$ cat src/rtl/regfile_wb_arbiter.sv
// Two-requester round-robin write-back arbiter with a destination scoreboard.
// Define RFARB_BYPASS_EN so the write issued this cycle already hides its register from srN_busy.
module regfile_wb_arbiter #(
  parameter int DATA_W = 16,
  parameter int ADDR_W = 3
) (
  input  logic                   clock,
  input  logic                   reset_n,
  input  logic                   a_valid,
  input  logic [ADDR_W-1:0]      a_dr,
  input  logic [DATA_W-1:0]      a_data,
  output logic                   a_ready,
  input  logic                   b_valid,
  input  logic [ADDR_W-1:0]      b_dr,
  input  logic [DATA_W-1:0]      b_data,
  output logic                   b_ready,
  output logic                   ld_reg,
  output logic [ADDR_W-1:0]      wr_dr,
  output logic [DATA_W-1:0]      wr_data,
  input  logic                   claim_valid,
  input  logic [ADDR_W-1:0]      claim_dr,
  input  logic [ADDR_W-1:0]      sr1,
  input  logic [ADDR_W-1:0]      sr2,
  output logic                   sr1_busy,
  output logic                   sr2_busy,
  output logic [(1<<ADDR_W)-1:0] pending,
  output logic                   claim_err
);

  localparam int NREG = 1 << ADDR_W;

  // prio_b_q high means A won most recently, so B wins the next tie
  logic              prio_b_q, prio_b_d;
  logic              ld_reg_q, ld_reg_d;
  logic [ADDR_W-1:0] wr_dr_q, wr_dr_d;
  logic [DATA_W-1:0] wr_data_q, wr_data_d;
  logic [NREG-1:0]   pending_q, pending_d;
  logic              claim_err_q, claim_err_d;

  logic              a_xfer, b_xfer;
  logic [NREG-1:0]   clr_vec, set_vec;

  always_comb begin
    a_ready = reset_n & a_valid & (~b_valid | ~prio_b_q);
    b_ready = reset_n & b_valid & (~a_valid |  prio_b_q);
    a_xfer  = a_valid & a_ready;
    b_xfer  = b_valid & b_ready;
  end

  always_comb begin
    prio_b_d  = prio_b_q;
    ld_reg_d  = a_xfer | b_xfer;
    wr_dr_d   = wr_dr_q;
    wr_data_d = wr_data_q;
    if (a_xfer) begin
      prio_b_d  = 1'b1;
      wr_dr_d   = a_dr;
      wr_data_d = a_data;
    end else if (b_xfer) begin
      prio_b_d  = 1'b0;
      wr_dr_d   = b_dr;
      wr_data_d = b_data;
    end
  end

  // A claim landing on the register being cleared wins, and is not an error
  always_comb begin
    clr_vec     = ld_reg_q ? ({{(NREG-1){1'b0}}, 1'b1} << wr_dr_q) : '0;
    set_vec     = claim_valid ? ({{(NREG-1){1'b0}}, 1'b1} << claim_dr) : '0;
    pending_d   = (pending_q & ~clr_vec) | set_vec;
    claim_err_d = claim_err_q |
                  (claim_valid & pending_q[claim_dr] & ~clr_vec[claim_dr]);
  end

  always_ff @(posedge clock or negedge reset_n) begin
    if (!reset_n) begin
      prio_b_q    <= 1'b0;
      ld_reg_q    <= 1'b0;
      wr_dr_q     <= '0;
      wr_data_q   <= '0;
      pending_q   <= '0;
      claim_err_q <= 1'b0;
    end else begin
      prio_b_q    <= prio_b_d;
      ld_reg_q    <= ld_reg_d;
      wr_dr_q     <= wr_dr_d;
      wr_data_q   <= wr_data_d;
      pending_q   <= pending_d;
      claim_err_q <= claim_err_d;
    end
  end

  always_comb begin
`ifdef RFARB_BYPASS_EN
    sr1_busy = pending_q[sr1] & ~(ld_reg_q & (wr_dr_q == sr1));
    sr2_busy = pending_q[sr2] & ~(ld_reg_q & (wr_dr_q == sr2));
`else
    sr1_busy = pending_q[sr1];
    sr2_busy = pending_q[sr2];
`endif
  end

  assign ld_reg    = ld_reg_q;
  assign wr_dr     = wr_dr_q;
  assign wr_data   = wr_data_q;
  assign pending   = pending_q;
  assign claim_err = claim_err_q;

endmodule

$ cat config.mk
export PLATFORM = sky130hd
export DESIGN_NAME = regfile_wb_arbiter
export DESIGN_NICKNAME = d
export VERILOG_FILES = /design/src/rtl/regfile_wb_arbiter.sv
export SDC_FILE = /design/constraint.sdc
export NUM_CORES = 1
export LEC_CHECK = 0
export ABC_CLOCK_PERIOD_IN_PS = 1200
export CAP_MARGIN = 40
export CORE_MARGIN = 5
export CORE_UTILIZATION = 28
export DETAILED_ROUTE_END_ITERATION = 8
export PLACE_DENSITY = 0.67
export REMOVE_ABC_BUFFERS = 1
export SLEW_MARGIN = 40
export SYNTH_ARGS = -nofsm -noshare
export SYNTH_HDL_FRONTEND = slang
export SYNTH_SLANG_ARGS = --single-unit
$ cat constraint.sdc
create_clock -name clock -period 1.2 [get_ports clock]
set_input_delay 0.18 -clock clock [delete_from_list [all_inputs] [get_ports clock]]
set_output_delay 0.18 -clock clock [all_outputs]
set_load 0.02 [all_outputs]
==> impl_metrics.csv <==
group,metric,value,unit
run_status,status,"complete, but fails checks",
run_status,failed_checks,"setup timing",
detailed_routing,first_pass_iters,4,
grt,grt_usage,15.2,%
synthesis,yosys_warnings,0,
final_layout,nets,337,
synthesis,syn_avg_cell_area,9.39,µm²
detailed_routing,vias,1795,
cts,worst_skew_pair.late_latency,0.27,ns
detailed_routing,route.detailed.drc,0,
critical_path,end_kind,"primary output",
cts,cts.path.max_buffers,2,
detailed_routing,wl_met2,2510,µm
cts,htreeDepth,2,
detailed_routing,avgViaCountPerCell,5.01,
detailed_routing,dr.first_iter.drc_count,56,
detailed_routing,postRouteAntennaNets,0,
power_and_ir_drop,power_density,1380,mW/mm²
timing,setup_violations,6,
power_and_ir_drop,p_comb_share,45.0,%
detailed_routing,wl_met3,584,µm
synthesis,syn-cell-area,0.00161,mm²
cts,cts.root.buffer_cell,"clkbuf_8",
floorplanning,ioPinCount,85,
final_layout,largest_register_ffs,16,
timing,hold_violations,0,
final_layout,layout_commonest_cell,"clkdlybuf4s50_1",
flow_run,maxCapViolations,0,
timing,finClkSkew,0.00436,ns
power_and_ir_drop,total_power,3.93,mW
timing,finalSetupTns,-1.42,ns
timing,setup_slack,-0.530,ns
placement,gp_congestion,0.933,
critical_path,reg2reg_slack,-0.24,ns
detailed_routing,dr.max_layer_used,"met4",
power_and_ir_drop,vdd_drop_max,650,µV
floorplanning,die_area,0.00735,mm²
final_layout,diodes,0,
floorplanning,initial_core_util,29.0,%
detailed_routing,wirelength,5390,µm
timing,worst_slew_pin_slew,0.282,ns
grt,grt_pass1_vias,1833,
critical_path,cp_data_arrival_time,1.55,ns
grt,grt_overflow,0,
synthesis,ys_seq_area_share,46.7,%
timing,period_minus_slack,1.73,ns
synthesis,synth.distinct_cells,23,
power_and_ir_drop,seqPwrFrac,34.3,%
final_layout,final_area,0.00285,mm²
critical_path,critPathMaxFanout,3,
placement,place_ws,-1.01,ns
synthesis,ys_ff_latch,30,
cts,cts_tree,"built",
floorplanning,die_x,85.7,µm
worst_hold_path,hold_path_class,"in2async",
power_and_ir_drop,switchingPower,1.34,mW
final_layout,area_delta_synth_final,77.6,%
timing,rsz0062_at_grt,"yes",
cts,clk_pin_slew,0.06,ns
final_layout,fill_cells,544,
power_and_ir_drop,clockPowerShare,20.7,%
floorplanning,core_area,0.00554,mm²
placement,placed_cell_area,0.00272,mm²
timing,report.final.slew_viol_count,0,
cts,cts_made_buffers,5,
floorplanning,rows,27,
placement,numPortBuffers,84,
grt,antenna_found_initial,0,
power_and_ir_drop,p_int,2.59,mW
synthesis,synthCells,171,
power_and_ir_drop,sw_frac_of_total,34.1,%
floorplanning,die_h,85.7,µm
cts,clock_sinks,30,
detailed_routing,wl_per_cell,15.1,µm
grt,grt_pass1_wl,8880,µm
critical_path,critPathLaunchType,"flop",
detailed_routing,wl_met1,2240,µm
placement,dp.final_hpwl,4170,µm
critical_path,cp.required,1.02,ns
timing,timing.fmax,578,MHz
critical_path,path_class,"reg2out",
timing,relSlewSlack,81.0,%
timing,fin_crit_sh,144,%
final_layout,layout_common_cells,"clkdlybuf4s50_1, dfrtp_1, buf_4",
final_layout,layout-drive-gt1-share,26.9,%
grt,grt_max_degree,25,
power_and_ir_drop,p_leak,1.19,nW
[final timing paths]
kind / startpoint / endpoint / cells past startpoint
min: reset_n / prio_b_q / 3
min in group clock: reset_n / prio_b_q / 5
max in group asynchronous: reset_n / pending[6] / 4
max: pending[0] / sr1_busy / 3
min reg2reg: claim_err / claim_err / 2
max reg2reg: pending[1] / claim_err / 5
[stage by stage]
stage	utilization (%)	cells	hold slack (ns)
after CTS	51.1	358	0.345
after global routing	51.5	358	0.0928
after detailed placement	49.1	346	0.0974
after floorplan	-	158	-0.116
final	51.5	358	0.0542
after global placement	49.1	346	0.0920
[synthesized netlist by cell type (all sizes together)]
cell type / instances / area [µm²]
nand2b: 5 / 31.3
nor2: 20 / 75.1
o31ai: 5 / 37.5
a21oi: 1 / 5.00
dfrtp: 30 / 751
o21ai: 32 / 160
buf: 7 / 43.8
a31oi: 19 / 119
nand2: 8 / 30.0
mux2: 2 / 22.5
o311ai: 1 / 8.76
mux4: 6 / 139
and2: 3 / 18.8
xor2: 2 / 17.5
o211ai: 1 / 7.51
o21a: 1 / 7.51
inv: 2 / 7.51
or2b: 1 / 7.51
clkbuf: 6 / 22.5
nand3: 19 / 95.1
[power groups by stage]
stage                     clock network, mW  registers [mW]  logic, mW
after CTS                             0.861            1.35       1.73
after global routing                  0.887            1.38       1.90
after floorplan                           0            1.59      0.481
final                                 0.813            1.35       1.77
after detailed placement                  0            1.38       1.75
after global placement                    0            1.37       1.73
[layer usage]
| layer | vias up | GRT usage (%) |
|---|---|---|
| met5 | - | 0 |
| met4 | 0 | 4.46 |
| met3 | 7 | 5.86 |
| met2 | 97 | 25.9 |
| met1 | 832 | 17.6 |
| li1 | 859 | - |
[cells by family (layout without fill, tap and decap cells)]
| group | Yosys count | after routing | synth area share [%] |
|---|---|---|---|
| muxes | 8 | 8 | 10.0 |
| DFF | 30 | 30 | 46.7 |
| AOI/OAI and AO/OA | 60 | 60 | 21.5 |
| xor gates and xnor gates | 2 | 2 | 1.09 |
| and+or+nand+nor | 56 | 56 | 16.0 |
| buffers and inverters | 15 | 130 | 4.59 |
[critical path, cell delays in order, from the launching register on]
cell	delay [ns]
dfrtp_1	0.41
mux4_2	0.46
mux2_4	0.28
buf_6	0.13
[final cells by class]
| class | count | area (µm²) | share of cell area [%] |
|---|---|---|---|
| timing repair buffer | 120 | 1090 | 38.3 |
| multi-input combinational | 126 | 821 | 28.8 |
| sequential | 30 | 751 | 26.3 |
| tap | 72 | 90.1 | 3.16 |
| clock buffer | 7 | 86.3 | 3.02 |
| inverter | 2 | 7.51 | 0.263 |
| clock inverter | 1 | 5.00 | 0.175 |
[timing repair]
item                       4_1_cts  5_1_grt
resized for setup               91       40
setup buffers                    3        1
hold endpoints to repair         9        0
setup endpoints to repair       40       44
pin swaps                        2        4
hold buffers                     1        0
No activity file was read; power rests on OpenSTA's default activity.
==> RTL edit 1 (config.mk and constraints unchanged) <==
`wr_data_q` no longer has a reset.
--- a/src/rtl/regfile_wb_arbiter.sv
+++ b/src/rtl/regfile_wb_arbiter.sv
@@ -77,17 +77,19 @@
       prio_b_q    <= 1'b0;
       ld_reg_q    <= 1'b0;
       wr_dr_q     <= '0;
-      wr_data_q   <= '0;
       pending_q   <= '0;
       claim_err_q <= 1'b0;
     end else begin
       prio_b_q    <= prio_b_d;
       ld_reg_q    <= ld_reg_d;
       wr_dr_q     <= wr_dr_d;
-      wr_data_q   <= wr_data_d;
       pending_q   <= pending_d;
       claim_err_q <= claim_err_d;
     end
+  end
+
+  always_ff @(posedge clock) begin
+    wr_data_q <= wr_data_d;
   end
 
   always_comb begin
Behaviour: differs if reset_n is asserted again (counterexample within 4 cycles, from zero or initial values and one cycle with reset_n low); with reset_n held inactive, the same outputs for 10 cycles.
==> RTL edit 1 against the original RTL <==
- the run still ends with setup timing left
- highest routed layer unchanged
- via count fell by 19%
- total power up 1.0%
- wire length shrank 8.3%
- cell area up 1.9%
- first-iteration DRC count rose by 27%
- cell count down 12%
- setup slack lost 56 ps
- worst hold slack improved by 39 ps
- sequential share of layout area increased by 2.3 points
- sequential cell count unchanged
- clock power grew 22%
- area after synthesis decreased by 5.7%
==> RTL edit 1: results (changes against the original RTL) <==
- Post-Synth XOR/XNOR Area: 0.0116 (was 0.0109)
- Arr. time, crit path: 1610 ps (was 1550 ps)
- Largest net degree at the start of global routing: 18 (was 25)
- Status: finished with violations (unchanged)
- Final hold slack: 93.1 ps (was 54.2 ps)
- Worst Path Max Fanout: 4 (was 3)
- Final TNS setup: -4000 ps (was -1420 ps)
- Synth top cells by count: mux2_2 (18), edfxtp_1 (16), o21ai_0 (15), dfrtp_1 (14) (was o21ai_0 (32), dfrtp_1 (30), nor2_1 (20), a31oi_1 (19), nand3_1 (19))
- R2R setup slack: -160 ps (was -240 ps)
- Vias in the first global route: 1606 (was 1833)
- Sequential area share after synthesis: 0.548 (was 0.467)
- Yosys warning total: 0 (unchanged)
- Clk_skew: 3.50 ps (was 4.36 ps)
- WL/cell: 15.7 um (was 15.1 um)
- Top FF cell, synth: edfxtp_1 (was dfrtp_1)
- Mux contribution to synthesized area: 0.249 (was 0.100)
- DR vias/cell: 4.65 (was 5.01)
- Post-synth EDFFs: 16 (was 0)
- Clock insertion delay at the later pin of the skew report: 280 ps
- GRT Util Overall: 0.140 (was 0.152)
- Post-Syn Instances: 114 (was 171)
- Placed cell area: 2680 um^2 (was 2720 um^2)
- Final hold violation count: 0 (unchanged)
- # H-tree levels: 2 (unchanged)
- FF/Latch Area: 831 um^2 (was 751 um^2)
- 1st-iter DRT viols: 71 (was 56)
- LEAKAGE: 1.23 nW (was 1.19 nW)
- Synth async-reset ratio: 0.467 (was 1.00)
- Failing checks: setup timing (unchanged)
- Peak VDD IR: 644 uV (was 650 uV)
- Routability cong.: 0.772 (was 0.933)
- Max-cap violations: 0 (unchanged)
- Clock buffer depth: 2 (unchanged)
- Ranking of synthesized cells by area: edfxtp_1 (32%), dfrtp_1 (23%), mux2_2 (13%) (was dfrtp_1 (47%), o21ai_0 (10%), a31oi_1 (7.4%))
- Synth Area in Compound Gates: 0.0966 (was 0.215)
- Hpwl dp: 3820 um (was 4170 um)
- Worst-Margin Slew: 250 ps (was 282 ps)
- WL final: 4940 um (was 5390 um)
- Slowest stage delay, CP: 490 ps (was 460 ps)
- FILL cells: 442 (was 544)
- Fraction of layout cells with a size suffix above 1: 0.393 (was 0.269)
- Synth cell types: 24 (was 23)
- Setup violators final: 24 (was 6)
- NetSw: 1.18 mW (was 1.34 mW)
- CTS buffer count: 5 (unchanged)
- First-pass GRT wire length: 7680 um (was 8880 um)
- Cells after DPL: 298 (was 346)
- DP Worst Slack: -1050 ps (was -1010 ps)
- Setup WS post-layout: -586 ps (was -530 ps)
-- RTL edit 1: per-layer routing --
metal,routed length [um],GRT usage,part of all wire
met1,1920,0.150,0.39
met2,2340,0.242,0.47
met3,648,0.0750,0.13
met4,39,0.0307,0.0079
met5,0,0,0
-- RTL edit 1: cell families after synthesis --
family | count (synthesis)
buffers and inverters | 8
DFF | 30
AOI/OAI and AO/OA | 26
xor gates and xnor gates | 2
and+or+nand+nor | 19
muxes | 29
-- RTL edit 1: layout make-up --
cell class / instances / area share
tap: 70 / 0.0301
clock inverter: 1 / 0.0103
clock buffer: 7 / 0.0262
multi-input combinational: 76 / 0.235
sequential: 30 / 0.286
inverter: 5 / 0.00645
timing repair buffer: 125 / 0.407
-- RTL edit 1: critical path, delay by kind of cell (launching register included) --
kind,cells,cell delay (ps)
buffers and inverters,1,130
flip-flops,1,420
multiplexers,2,780
-- RTL edit 1: power groups by stage --
stage / logic (mW) / registers (mW) / clock network (mW)
after floorplan: 0.384 / 1.55 / 0
after global placement: 1.43 / 1.37 / 0
after detailed placement: 1.45 / 1.38 / 0
after CTS: 1.53 / 1.35 / 1.02
after global routing: 1.74 / 1.37 / 1.08
final: 1.62 / 1.36 / 0.992
-- RTL edit 1: worst paths after layout --
check	start	endpoint	depth (start not counted)
min	reset_n	prio_b_q	2
min in group clock	b_valid	prio_b_q	3
max	pending[2]	sr2_busy	3
max in group asynchronous	reset_n	pending[0]	2
min reg2reg	wr_dr[0]	wr_dr[0]	2
max reg2reg	prio_b_q	wr_data[12]	4
-- RTL edit 1: repair_timing --
item,4_1_cts,5_1_grt
cloned,1,0
setup endpoints to repair,71,40
buffers inserted,7,4
gates resized for setup,118,26
pin swaps,5,3
==> RTL edit 2 (config.mk and constraints unchanged) <==
Made on the original files. The parameter `DATA_W` goes from 16 to 12.
--- a/src/rtl/regfile_wb_arbiter.sv
+++ b/src/rtl/regfile_wb_arbiter.sv
@@ -1,7 +1,7 @@
 // Two-requester round-robin write-back arbiter with a destination scoreboard.
 // Define RFARB_BYPASS_EN so the write issued this cycle already hides its register from srN_busy.
 module regfile_wb_arbiter #(
-  parameter int DATA_W = 16,
+  parameter int DATA_W = 12,
   parameter int ADDR_W = 3
 ) (
   input  logic                   clock,
Ports: changed (resized a_data, b_data and wr_data); port bits go from 85 to 73. The function was not compared with the original's and may differ.
==> RTL edit 2 against the original RTL <==
- the flow still finishes with violations (setup timing)
- setup slack worse by 0.61 ps
- cell count shrank 11%
- area after synthesis shrank 10%
- cell area is 7.1% lower
- wire length is 16% lower
- sequential cell count is 4 lower
- total power decreased by 15%
- worst hold slack lost 13 ps
- critical path depth unchanged
- count of clock-buffer cells in the layout down 4
==> RTL edit 2: results (changes against the original RTL) <==
- Status: finished with violations (unchanged)
- Failing checks: setup timing (unchanged)
- Setup WS post-layout: -531 ps (was -530 ps)
- Fraction of layout cells with a size suffix above 1: 0.359 (was 0.269)
- Clk_skew: 2.24 ps (was 4.36 ps)
- Synth cell types: 29 (was 23)
- LEAKAGE: 1.23 nW (was 1.19 nW)
- Met2 wire len: 2300 um (was 2510 um)
- WL final: 4530 um (was 5390 um)
- First-pass GRT wire length: 6910 um (was 8880 um)
- Clock buffer depth: 2 (unchanged)
- Worst-path clk slew: 90 ps (was 60 ps)
- Synth async-reset ratio: 1.00 (unchanged)
- WL met1: 1790 um (was 2240 um)
- # H-tree levels: 1 (was 2)
- Peak VDD IR: 556 uV (was 650 uV)
- Hpwl dp: 3600 um (was 4170 um)
- Detail Route met3 WL: 429 um (was 584 um)
- Routability cong.: 0.770 (was 0.933)
- Ranking of synthesized cells by area: dfrtp_1 (45%), mux2i_1 (10%), o21ai_0 (9.4%) (was dfrtp_1 (47%), o21ai_0 (10%), a31oi_1 (7.4%))
- Yosys warning total: 0 (unchanged)
- Number of flip-flops in the largest register: 12 (was 16)
- Final TNS setup: -1610 ps (was -1420 ps)
- Vias in the first global route: 1482 (was 1833)
- Placed cell area: 2490 um^2 (was 2720 um^2)
- HP Class: input pin to async pin (unchanged)
- DR vias/cell: 4.50 (was 5.01)
- Syn Area/Cell: 10.7 um^2 (was 9.39 um^2)
- DP Worst Slack: -1040 ps (was -1010 ps)
- Cells after DPL: 305 (was 346)
- Synth top cells by count: o21ai_0 (27), dfrtp_1 (26), nand2_1 (22), mux2i_1 (15), inv_1 (5) (was o21ai_0 (32), dfrtp_1 (30), nor2_1 (20), a31oi_1 (19), nand3_1 (19))
- 1st-iter DRT viols: 60 (was 56)
- FILL cells: 472 (was 544)
- Largest net degree at the start of global routing: 32 (was 25)
- Normalized max-slew margin: 0.755 (was 0.810)
- Multi-input gate area: 768 um^2 (was 821 um^2)
- Layout Nets: 294 (was 337)
- GRT Util Overall: 0.133 (was 0.152)
- Vias: 1432 (was 1795)
- GR Util met1: 0.147 (was 0.176)
- Port Buffers: 72 (was 84)
- CTS buffer count: 3 (was 5)
- Sequential area share after synthesis: 0.451 (was 0.467)
- GR Util met2: 0.250 (was 0.259)
- Grt met3 use: 0.0417 (was 0.0586)
- Setup violators final: 16 (was 6)
- Arr. time, crit path: 1550 ps (about the same)
[RTL edit 2: where the power goes]
group / switching [mW] / internal, mW / total, mW
clock: 0.271 / 0.225 / 0.496
sequential: 0.129 / 1.04 / 1.17
combinational: 0.744 / 0.917 / 1.66
total: 1.14 / 2.18 / 3.32
[RTL edit 2: final timing paths]
| kind | from | to | slack, ps | depth (start not counted) |
|---|---|---|---|---|
| worst max-delay path | pending[3] | sr2_busy | -530 | 3 |
| worst min-delay path | reset_n | pending[3] | 40 | 2 |
| worst max register to register | pending[4] | claim_err | -230 | 5 |
| worst min register to register | claim_err | claim_err | 480 | 2 |
| max in group asynchronous | reset_n | wr_dr[0] | 910 | 3 |
| min in group clock | b_valid | prio_b_q | 460 | 4 |
[RTL edit 2: area by class of cell]
| class | count | share of cell area |
|---|---|---|
| sequential | 26 | 0.246 |
| clock buffer | 3 | 0.0156 |
| inverter | 5 | 0.00708 |
| tap | 70 | 0.0330 |
| timing repair buffer | 116 | 0.408 |
| multi-input combinational | 98 | 0.290 |
[RTL edit 2: logic make-up (layout without fill, tap and decap cells)]
family,count (synthesis),after routing,share of synthesized area
AOI/OAI and AO/OA,39,39,0.160
xor gates and xnor gates,1,1,0.00607
buffers and inverters,11,124,0.0433
DFF,26,26,0.451
muxes,23,23,0.224
and+or+nand+nor,35,35,0.116
[RTL edit 2: worst max-delay path, cell delays in order (launching register included)]
cell     delay, ps
dfrtp_1        400
mux4_2         470
mux2_4         290
buf_6          130
[RTL edit 2: timing repair]
action | 4_1_cts | 5_1_grt
setup buffers | 7 | 2
setup endpoints to repair | 49 | 41
pin swaps | 2 | 4
cloned | 0 | 1
resized for setup | 106 | 41
